--- src/rtl/sub_64_seq.sv ---
// Multi-cycle 64-bit subtractor (A - B) with ZF/SF/OF and borrow flags, CHUNK bits per clock.
// Latency: N+1 edges from the accepting edge to the done pulse (N = 64/CHUNK).
// Backpressure: start is taken only while busy==0; start during a run is ignored.
module sub_64_seq #(
  parameter int CHUNK = 8  // must divide 64
) (
  input  logic        clk,
  input  logic        rst,
  input  logic        start,
  input  logic [63:0] A,
  input  logic [63:0] B,
  output logic        busy,
  output logic        done,
  output logic [63:0] diff,
  output logic        overflow,
  output logic        zf,
  output logic        sf,
  output logic        borrow
);

  localparam int N  = 64 / CHUNK;
  localparam int CW = (N > 1) ? $clog2(N) : 1;

  typedef enum logic [1:0] {
    S_IDLE = 2'd0,
    S_RUN  = 2'd1,
    S_DONE = 2'd2
  } state_t;

  state_t          state;
  state_t          state_nx;
  logic [CW-1:0]   cnt;
  logic            carry;
  logic [63:0]     a_reg;
  logic [63:0]     b_reg;

  logic            accept;
  logic            last;
  logic [5:0]      lsb;
  logic [CHUNK-1:0] a_chk;
  logic [CHUNK-1:0] b_chk;
  logic [CHUNK:0]  sum;
  logic [63:0]     diff_nx;

  assign accept = start && (state != S_RUN);
  assign last   = (cnt == CW'(N - 1));
  assign lsb    = 6'(int'(cnt) * CHUNK);

  // Chunk adder: A + ~B + carry on the current chunk, and the diff as it will
  // look after this edge so the flags see the final top chunk on the same edge.
  always_comb begin
    a_chk   = a_reg[lsb +: CHUNK];
    b_chk   = ~b_reg[lsb +: CHUNK];
    sum     = {1'b0, a_chk} + {1'b0, b_chk} + {{CHUNK{1'b0}}, carry};
    diff_nx = diff;
    diff_nx[lsb +: CHUNK] = sum[CHUNK-1:0];
  end

  // State register.
  always_ff @(posedge clk or posedge rst) begin
    if (rst) state <= S_IDLE;
    else     state <= state_nx;
  end

  // Next-state and handshake outputs; DONE may re-accept directly into RUN.
  always_comb begin
    state_nx = state;
    busy     = 1'b0;
    done     = 1'b0;
    case (state)
      S_IDLE: begin
        if (start) state_nx = S_RUN;
      end
      S_RUN: begin
        busy = 1'b1;
        if (last) state_nx = S_DONE;
      end
      S_DONE: begin
        done     = 1'b1;
        state_nx = start ? S_RUN : S_IDLE;
      end
      default: state_nx = S_IDLE;
    endcase
  end

  // Datapath: capture operands on accept, then one chunk per RUN edge; flags on the last chunk.
  always_ff @(posedge clk or posedge rst) begin
    if (rst) begin
      a_reg    <= '0;
      b_reg    <= '0;
      cnt      <= '0;
      carry    <= 1'b0;
      diff     <= '0;
      overflow <= 1'b0;
      zf       <= 1'b0;
      sf       <= 1'b0;
      borrow   <= 1'b0;
    end else if (accept) begin
      a_reg    <= A;
      b_reg    <= B;
      cnt      <= '0;
      carry    <= 1'b1;
      diff     <= '0;
      overflow <= 1'b0;
      zf       <= 1'b0;
      sf       <= 1'b0;
      borrow   <= 1'b0;
    end else if (state == S_RUN) begin
      diff  <= diff_nx;
      carry <= sum[CHUNK];
      cnt   <= last ? '0 : cnt + 1'b1;
      if (last) begin
        borrow   <= ~sum[CHUNK];
        sf       <= diff_nx[63];
        zf       <= (diff_nx == 64'd0);
        overflow <= (a_reg[63] ^ b_reg[63]) & (a_reg[63] ^ diff_nx[63]);
      end
    end
  end

endmodule

--- config.mk ---
export PLATFORM = sky130hd
export DESIGN_NAME = sub_64_seq
export DESIGN_NICKNAME = d
export VERILOG_FILES = /design/src/rtl/sub_64_seq.sv
export SDC_FILE = /design/constraint.sdc
export NUM_CORES = 1
export LEC_CHECK = 0
export ABC_AREA = 1
export ABC_CLOCK_PERIOD_IN_PS = 7900
export CAP_MARGIN = 20
export CORE_MARGIN = 4
export CORE_UTILIZATION = 40
export CTS_CLUSTER_DIAMETER = 50
export DETAILED_ROUTE_END_ITERATION = 12
export GPL_TIMING_DRIVEN = 0
export HOLD_SLACK_MARGIN = 0.1
export PLACE_DENSITY = 0.66
export SETUP_SLACK_MARGIN = 0.3
export SYNTH_ARGS = -nofsm -noshare
export SYNTH_HDL_FRONTEND = slang
export SYNTH_SLANG_ARGS = --single-unit
--- constraint.sdc ---
create_clock -name clk -period 7.9 [get_ports clk]
set_input_delay 1.185 -clock clk [delete_from_list [all_inputs] [get_ports clk]]
set_output_delay 1.185 -clock clk [all_outputs]
set_load 0.01 [all_outputs]
## Yosys cells after proc, flatten, opt, wreduce, memory -nomap -nowiden

Cells that the tools add are included.

- Multiplexer cells: 26
- Add/subtract/negate cells: 4
- Reduce and logical (&&, ||, !) cells: 7
- Equality and inequality tests: 6
- Bitwise gates (word level): 5
- Shifts and indexed selects: 4

Operator list:

| cell | count |
|---|---|
| $mux W64 | 2 |
| $shiftx A64 B7 Y8 | 2 |
| $bwmux W64 | 1 |
| $logic_not A64 Y1 | 1 |
| $shift A8 B8 Y64 const A | 1 |
| $shiftx A8 B8 Y64 | 1 |
| $mux W1 | 17 |
| $add A8 B8 Y9 | 1 |
| $add A9 B1 Y9 | 1 |
| $mux W3 | 3 |
| $neg A6 Y8 | 1 |
| $not A8 Y8 | 1 |
| $pmux W2 S3 | 1 |
| $mux W2 | 2 |
| $ne A2 B2 Y1 const B | 2 |
| $reduce_and A2 Y1 | 2 |
| $reduce_bool A2 Y1 | 2 |
| $add A3 B1 Y3 const B | 1 |
| $eq A3 B3 Y1 const B | 1 |
| $eq A2 B1 Y1 const B | 1 |
| $eq A2 B2 Y1 const B | 1 |
| $logic_not A2 Y1 | 1 |
| $ne A2 B1 Y1 const B | 1 |
| $xor A1 B1 Y1 | 2 |
| 3 further kinds | 3 |

- Output and inout port bits: 70
- Flip-flop bits (word level): 202
- Input bits: 131
- Word-level logic and storage cells: 62

## Longest topological paths before layout

- Word-level depth: 11
- Depth in mapped cells: 27
- Mapped depth without buffers: 24

## Worst setup path before layout

No wires, ideal clock.

- Kind: register to register
- From: register cnt[0]
- To: register zf
- Required time: 7,784 ps
- Library setup time: 116 ps
- Stages on the path, launching flop included: 26
- Data arrival time: 3,420 ps
- Path slack: 4,363 ps
- Clock period less this slack: 3,537 ps
- Buffers on the path: 4
- Cells stage by stage: dfrtp_1 buf_6 buf_2 clkbuf_1 clkbuf_1 nor2_1 o22ai_1 nor2_1 a31oi_1 fa_1 inv_1 fa_1 nand2_1 nand2_1 nand3_1 nand2_1 nand2_1 nand2_1 nor2_1 nand2_1 o21ai_0 nor2_1 nand2_1 nor2_1 nand2_1 nand2_1

- Word-level cells in the longest chain between the ends: 10
- Elaborated cells between the ends (all ways): 16
- Classes of those cells: add/sub: 3; eq/ne: 1; shift: 4; mux: 4; bitwise: 1; reduce/logical: 3

Ends and longest elaborated chain:

| what | RTL line | source |
|---|---|---|
| from (decl) | 32 | `logic [CW-1:0] cnt;` |
| from (signal assigned) | 111 | `cnt <= last ? '0 : cnt + 1'b1;` |
| $shiftx A64 B7 Y8 | 53 | `b_chk = ~b_reg[lsb +: CHUNK];` |
| $not A8 Y8 | 53 |  |
| $add A8 B8 Y9 | 54 | `sum = {1'b0, a_chk} + {1'b0, b_chk} + {{CHUNK{1'b0}}, carry};` |
| $add A9 B1 Y9 | 54 |  |
| $shiftx A8 B8 Y64 | 56 | `diff_nx[lsb +: CHUNK] = sum[CHUNK-1:0];` |
| $bwmux W64 | 56 |  |
| $logic_not A64 Y1 | 115 | `zf <= (diff_nx == 64'd0);` |
| $mux W1 | 112 | `if (last) begin` |
| $mux W1 | 108 | `end else if (state == S_RUN) begin` |
| $mux W1 | 98 | `end else if (accept) begin` |
| to (signal assigned) | 115 |  |
| to (decl) | 16 | `output logic zf,` |

Several ways; a longest one is shown, not always the timed one. The select of a mux whose other input is x is not followed.
A chain may end at the register's enable or synchronous reset.

## Final worst setup path

Ends and elaborated chain as after synthesis.

==> results_dict.tcl <==
set metrics [dict create \
    gp_congestion 0.935 \
    layoutNonFillerInstCount 1944 \
    dp.cells 1896 \
    drv_cap 0 \
    die_y_um 168 \
    rr_startpoint "cnt[0]" \
    ys.flop_type "dfrtp_1" \
    rows 58 \
    syn_inst 1365 \
    synth_area_leaders "dfrtp_1 49%, nand2_1 20%, o21ai_0 6.7%" \
    postSynthAreaPerCell_um2 7.55 \
    post_drt_wl_per_cell_um 17.7 \
    ys_ff_latch 202 \
    worstSetupEndpointType "register" \
    yosys-top-cells-count "554 x nand2_1, 202 x dfrtp_1, 138 x o21ai_0, 109 x inv_1, 70 x nor2_1" \
    path_max_fanout 10 \
    postLayoutCoreUtil 0.539 \
    synth_edf_count 0 \
    cts.htree.levels 1 \
    grt_overflow_total 0 \
    route.vias.total 10100 \
    clkTransAtPathRegs_ns 0.06 \
    reg2regPathDepth 25 \
    slew_violations 0 \
    cts.repair.resized 0 \
    syn-num-nets 1512 \
    tightest_slew_ns 0.788 \
    irDropWorstVdd_uv 256 \
    grt_max_degree 112 \
    maxSlewHeadroom 0.475 \
    clockRootBuffer "clkbuf_16" \
    seq_area_frac_synth 0.491 \
    synthDistinctLibCells 34 \
    finalHoldViolations 0 \
    cts_tree "yes" \
    cp_num_buf_inv 5 \
    crit_top_cell "nand2_1" \
    skew_ns 0.0142 \
    drt_iter0_markers 1016 \
    crit_type "reg2reg" \
    cp_slowest_cell "clkbuf_1" \
    startpoint "cnt[0]" \
    vias_per_cell 5.20 \
    clock_sinks 202 \
    synth_area_um2 10300 \
    die_x_um 168 \
    start_util 0.408 \
    cts_buffers 27 \
    core-area_um2 25300 \
    worst_hold_path_type "reg2reg" \
    whs_path_depth 2 \
    num_antenna_cells 0 \
    dieArea_um2 28400 \
    yosys.area.top_type "dfrtp_1" \
    regToRegEndpoint "zf" \
    io_pins 201 \
    drt_wl_total_mm 34.5 \
    postCtsSetupRepairBufs 0 \
    holdBufCountCts 0 \
    grt_pass1_vias 9958 \
    critPathMaxStageDelay_ns 0.48 \
    port_buffers 200 \
    status "finished clean" \
    grt_usage 0.240 \
    power.total_mw 6.63 \
    power_density_nw_per_um2 487 \
    grt_setup_unrepaired "false" \
    yosysMostFrequentCell "nand2_1" \
    drc 0 \
    cp_data_required_time_ns 8.32 \
    areaGrowthSynthToFinish_pct 32.2 \
    yosys_warnings 0 \
    critPathTopFamily "simple AND/OR/NAND/NOR gates" \
    clock.fmax_mhz 193 \
    setup_viol 0 \
    dp_hpwl_mm 26.0 \
    antenna_found_initial 0 \
    grt_pass1_wl_mm 54.3 \
    clock_path_buffers 3 \
    start_kind "register" \
    synth_top_area_share 0.491 \
    min_period_ns 5.17 \
    async_reset_ff_frac 1.00 \
    ant_nets 0 \
    period_share 0.655 \
    nets 1742 \
    r2r_setup_slack_ns 2.73 \
    holdCritStartpoint "b_reg[39]" \
    drive_gt1_frac 0.0483 \
    worstSkewPairLatency_ns 0.54 \
    drt_pass1_iterations 5 \
    min_to "b_reg[39]" \
    cp.arrival_ns 5.59 \
    power.leakage_nw 6.58 \
]
[worst max-delay path by stage]
stage	to	slack (ns)	depth (start not counted)
2_1_floorplan	a_reg[0]	1.20	1
3_3_place_gp	b_reg[14]	-1.43	2
3_5_place_dp	zf	2.80	25
4_1_cts	zf	2.79	25
5_1_grt	zf	2.47	25
6_report	zf	2.73	25
[routing by layer]
layer	vias up	global-route usage	part of all wire
li1	4888	-	-
met1	4720	0.335	0.43
met2	434	0.378	0.46
met3	71	0.0439	0.077
met4	0	0.0868	0.033
met5	-	0	0
[kinds of logic (layout without fill, tap and decap cells)]
group,Yosys count,count (layout),synth area share
AND/OR/NAND/NOR,698,698,0.270
AO/OA/AOI/OAI,260,260,0.147
flip-flops,202,202,0.491
buffers and inverters,189,438,0.0721
adder cells (fa/ha/maj),16,16,0.0209
[worst reg2reg max path, cell delays in order, from the launching register on]
cell and delay, ns:
dfrtp_1 0.43, buf_6 0.17, buf_2 0.24, clkbuf_1 0.48, clkbuf_1 0.48, nor2_1 0.10
o22ai_1 0.15, nor2_1 0.08, a31oi_1 0.40, fa_1 0.25, inv_1 0.08, fa_1 0.47
nand2_1 0.12, nand2_1 0.08, nand3_1 0.12, nand2_1 0.07, nand2_1 0.11, nand2_1 0.15
nor2_1 0.20, nand2_1 0.13, o21ai_0 0.38, nor2_1 0.09, nand2_1 0.08, nor2_1 0.07
nand2_1 0.09, nand2_1 0.05
[final cells by class]
class | instances | area (µm²)
fillers | 2448 | 11600
flip-flops and latches | 202 | 5050
multi-input cells | 974 | 4500
repair buffers | 201 | 2030
clock buffers | 34 | 742
inverters | 117 | 447
well taps | 330 | 413
plain buffers | 72 | 304
clock inverters | 14 | 123
[per-stage QoR]
step | worst slack, ns | setup TNS (ns) | cell area [µm²] | hold WS, ns
finish | 2.73 | 0 | 13600 | 0.468
global route | 2.47 | 0 | 13600 | 0.487
CTS | 2.79 | 0 | 13600 | 0.469
detailed placement | 2.80 | 0 | 12800 | 0.453
global placement | -1.43 | -286.11 | 12700 | 0.448
floorplan | 1.20 | 0 | 10300 | 0.437
[power breakdown]
group	leakage (nW)	internal, mW	switching, mW
Combinational	3.57	1.24	2.46
Sequential	2.58	1.49	0.259
Clock	0.431	0.701	0.476
Total	6.58	3.42	3.20
[cells in the final DEF, fill, tap and decap left out, drive strengths merged]
master / n
a21oi: 30
a22o: 26
a31oi: 8
a32o: 3
and2: 1
buf: 15
bufinv: 1
clkbuf: 92
clkdlybuf4s50: 200
clkinv: 11
clkinvlp: 1
dfrtp: 202
fa: 2
ha: 14
inv: 118
nand2: 559
nand3: 52
nand4: 8
nor2: 75
nor3: 2
o211ai: 16
o21ai: 142
o22ai: 35
or2: 1
(Power assumes the default switching activity.)
==> variant (config.mk and constraints unchanged) <==
Put one more register stage on the output `sf`, with the module's reset. The value now appears one clock later. The other outputs are not delayed to match.
--- a/src/rtl/sub_64_seq.sv
+++ b/src/rtl/sub_64_seq.sv
@@ -27,4 +27,6 @@
     S_DONE = 2'd2
   } state_t;
+
+  logic sf_s0;
 
   state_t          state;
@@ -94,5 +96,5 @@
       overflow <= 1'b0;
       zf       <= 1'b0;
-      sf       <= 1'b0;
+      sf_s0    <= 1'b0;
       borrow   <= 1'b0;
     end else if (accept) begin
@@ -104,5 +106,5 @@
       overflow <= 1'b0;
       zf       <= 1'b0;
-      sf       <= 1'b0;
+      sf_s0    <= 1'b0;
       borrow   <= 1'b0;
     end else if (state == S_RUN) begin
@@ -112,5 +114,5 @@
       if (last) begin
         borrow   <= ~sum[CHUNK];
-        sf       <= diff_nx[63];
+        sf_s0    <= diff_nx[63];
         zf       <= (diff_nx == 64'd0);
         overflow <= (a_reg[63] ^ b_reg[63]) & (a_reg[63] ^ diff_nx[63]);
@@ -119,4 +121,12 @@
   end
 
+  always_ff @(posedge clk or posedge rst) begin
+    if (rst) begin
+      sf <= '0;
+    end else begin
+      sf <= sf_s0;
+    end
+  end
+
 endmodule
 
Function: same outputs for any inputs over 4 cycles, from zero or initial values and one cycle with rst high; that may be too few to reach the edited logic, so the function may still have changed.
==> variant against the original RTL <==
Area after synthesis is 0.24% higher; clock power hardly changed; routed wire length is 1.9% lower; first-iteration DRC count is 6.5% lower; setup slack worse by 0.12 ns; global-route usage is 0.57 points lower; clock skew is 0.0036 ns lower; sequential share of layout area is 0.085 points higher; die area is 0.23% higher; cell area is 0.27% higher; total power is 0.47% lower; critical path depth stayed put; count of clock-buffer cells in the layout is 2 higher; sequential cell count is 1 higher.
==> variant: results (changes against the original RTL) <==
GRT
  • Number of global-route vias before repair: 9930 (-0.28%)
  • Largest net degree at the start of global routing: 116 (+3.6%)
  • First-pass GRT wire length: 53600 um (-1.2%)
  • Initial antenna violation count: 1 (+1)
  • GRT Total Usage: 23.5% (-0.57 points)

Power
  • VDD IR max: 0.247 mV (-3.5%)
  • Switch Pwr: 3.15 mW (-1.6%)

Layout
  • Share of layout cells above drive strength 1: 4.77% (-0.062 points)
  • Filler Cells Inserted: 2425 (-0.94%)
  • Final std cells w/o fill: 1945 (+0.051%)

Detailed routing
  • Metal-1 WL: 15000 um (+0.70%)
  • DR top layer: met4
  • Vias/cell: 5.16 (-0.89%)
  • Iteration-0 DRC Markers: 950 (-6.5%)
  • Detail Route met2 WL: 15500 um (-1.7%)
  • First-pass DRT Iterations: 7 (+2)
  • WL final: 33800 um (-1.9%)

Synthesis
  • Register area share after synthesis: 49.2% (+0.12 points)
  • Post-synth top cells: nand2_1, dfrtp_1, o21ai_0, inv_1, nor2_1
  • Syn avg cell area: 7.56 um^2 (+0.17%)
  • Main area contributors after synthesis: dfrtp_1, nand2_1, o21ai_0
  • Synth Net Count: 1513 (+0.066%)

Placement
  • GP Congestion: 0.925 (-1.1%)
  • Worst slack at placement: 2.79 ns (-0.0168 ns)
  • Post-DP HPWL: 25600 um (-1.7%)

Timing
  • Clk_skew: 0.0106 ns (-0.00356 ns)
  • Tightest Pin Transition: 0.837 ns (+0.0490 ns)

Setup path
  • Critical path arrival: 5.70 ns (+0.11 ns)
  • Critical Path Max Stage Delay: 0.51 ns (+0.03 ns)

Outcome
  • Status: finished clean

Clocking
  • Total CTS buffers: 26 (-3.7%)
  • Worst-skew pair later-pin latency: 0.52 ns (-0.02 ns)
==> variant: logic make-up (layout without fill, tap and decap cells) <==
group                      count (synthesis)  count (layout)  share of synthesized area [%]
and+or+nand+nor                          698             698                           26.9
AOI/OAI and AO/OA                        260             260                           14.6
DFF                                      203             203                           49.2
buffers and inverters                    189             437                           7.20
adders and majority gates                 16              16                           2.08
other                                      0               1                              0
==> variant: power groups by stage <==
stage	combinational, mW	sequential, mW	clock [mW]
after detailed placement	3.59	1.76	0
after floorplan	2.29	1.75	0
after CTS	3.62	1.75	1.19
final	3.66	1.75	1.18
after global routing	4.08	1.81	1.24
after global placement	3.55	1.76	0
==> variant: cell type report <==
cell class / count / area [um^2] / area share, %
sequential: 203 / 5080 / 37.2
multi-input combinational: 974 / 4500 / 33.0
timing repair buffer: 201 / 2030 / 14.9
clock buffer: 36 / 769 / 5.64
inverter: 117 / 447 / 3.27
tap: 330 / 413 / 3.02
buffer: 72 / 304 / 2.23
clock inverter: 11 / 104 / 0.761
antenna: 1 / 2.50 / 0.0183
==> variant: through the flow <==
| stage | area (um^2) | power, mW |
|---|---|---|
| after global routing | 13700 | 7.12 |
| final | 13700 | 6.59 |
| after floorplan | 10300 | 4.04 |
| after global placement | 12700 | 5.31 |
| after CTS | 13600 | 6.56 |
| after detailed placement | 12800 | 5.36 |
==> variant: per-layer routing <==
metal | global-route usage (%) | vias to the layer above
met1 | 33.1 | 4671
met5 | 0 | -
met4 | 7.30 | 0
met2 | 37.9 | 419
met3 | 3.06 | 68
li1 | - | 4870
==> variant: worst register-to-register path: cells and delay by family, from the launching register on <==
family,cells,cell delay [ns]
adder cells (fa/ha/maj),2,0.73
AND/OR/NAND/NOR,15,1.61
AO/OA/AOI/OAI,3,0.94
flip-flops,1,0.41
buffers and inverters,5,1.49
==> variant: path summary, 6_finish.rpt <==
kind | startpoint | end | slack [ns] | cells past startpoint
hold reg to reg | sf_s0 | sf | 0.39 | 0
hold / removal | sf_s0 | sf | 0.39 | 0
min in group asynchronous | rst | sf | 1.22 | 2
setup reg to reg | cnt[0] | zf | 2.61 | 25
setup / recovery | cnt[0] | zf | 2.61 | 25
max in group asynchronous | rst | a_reg[34] | 5.74 | 3
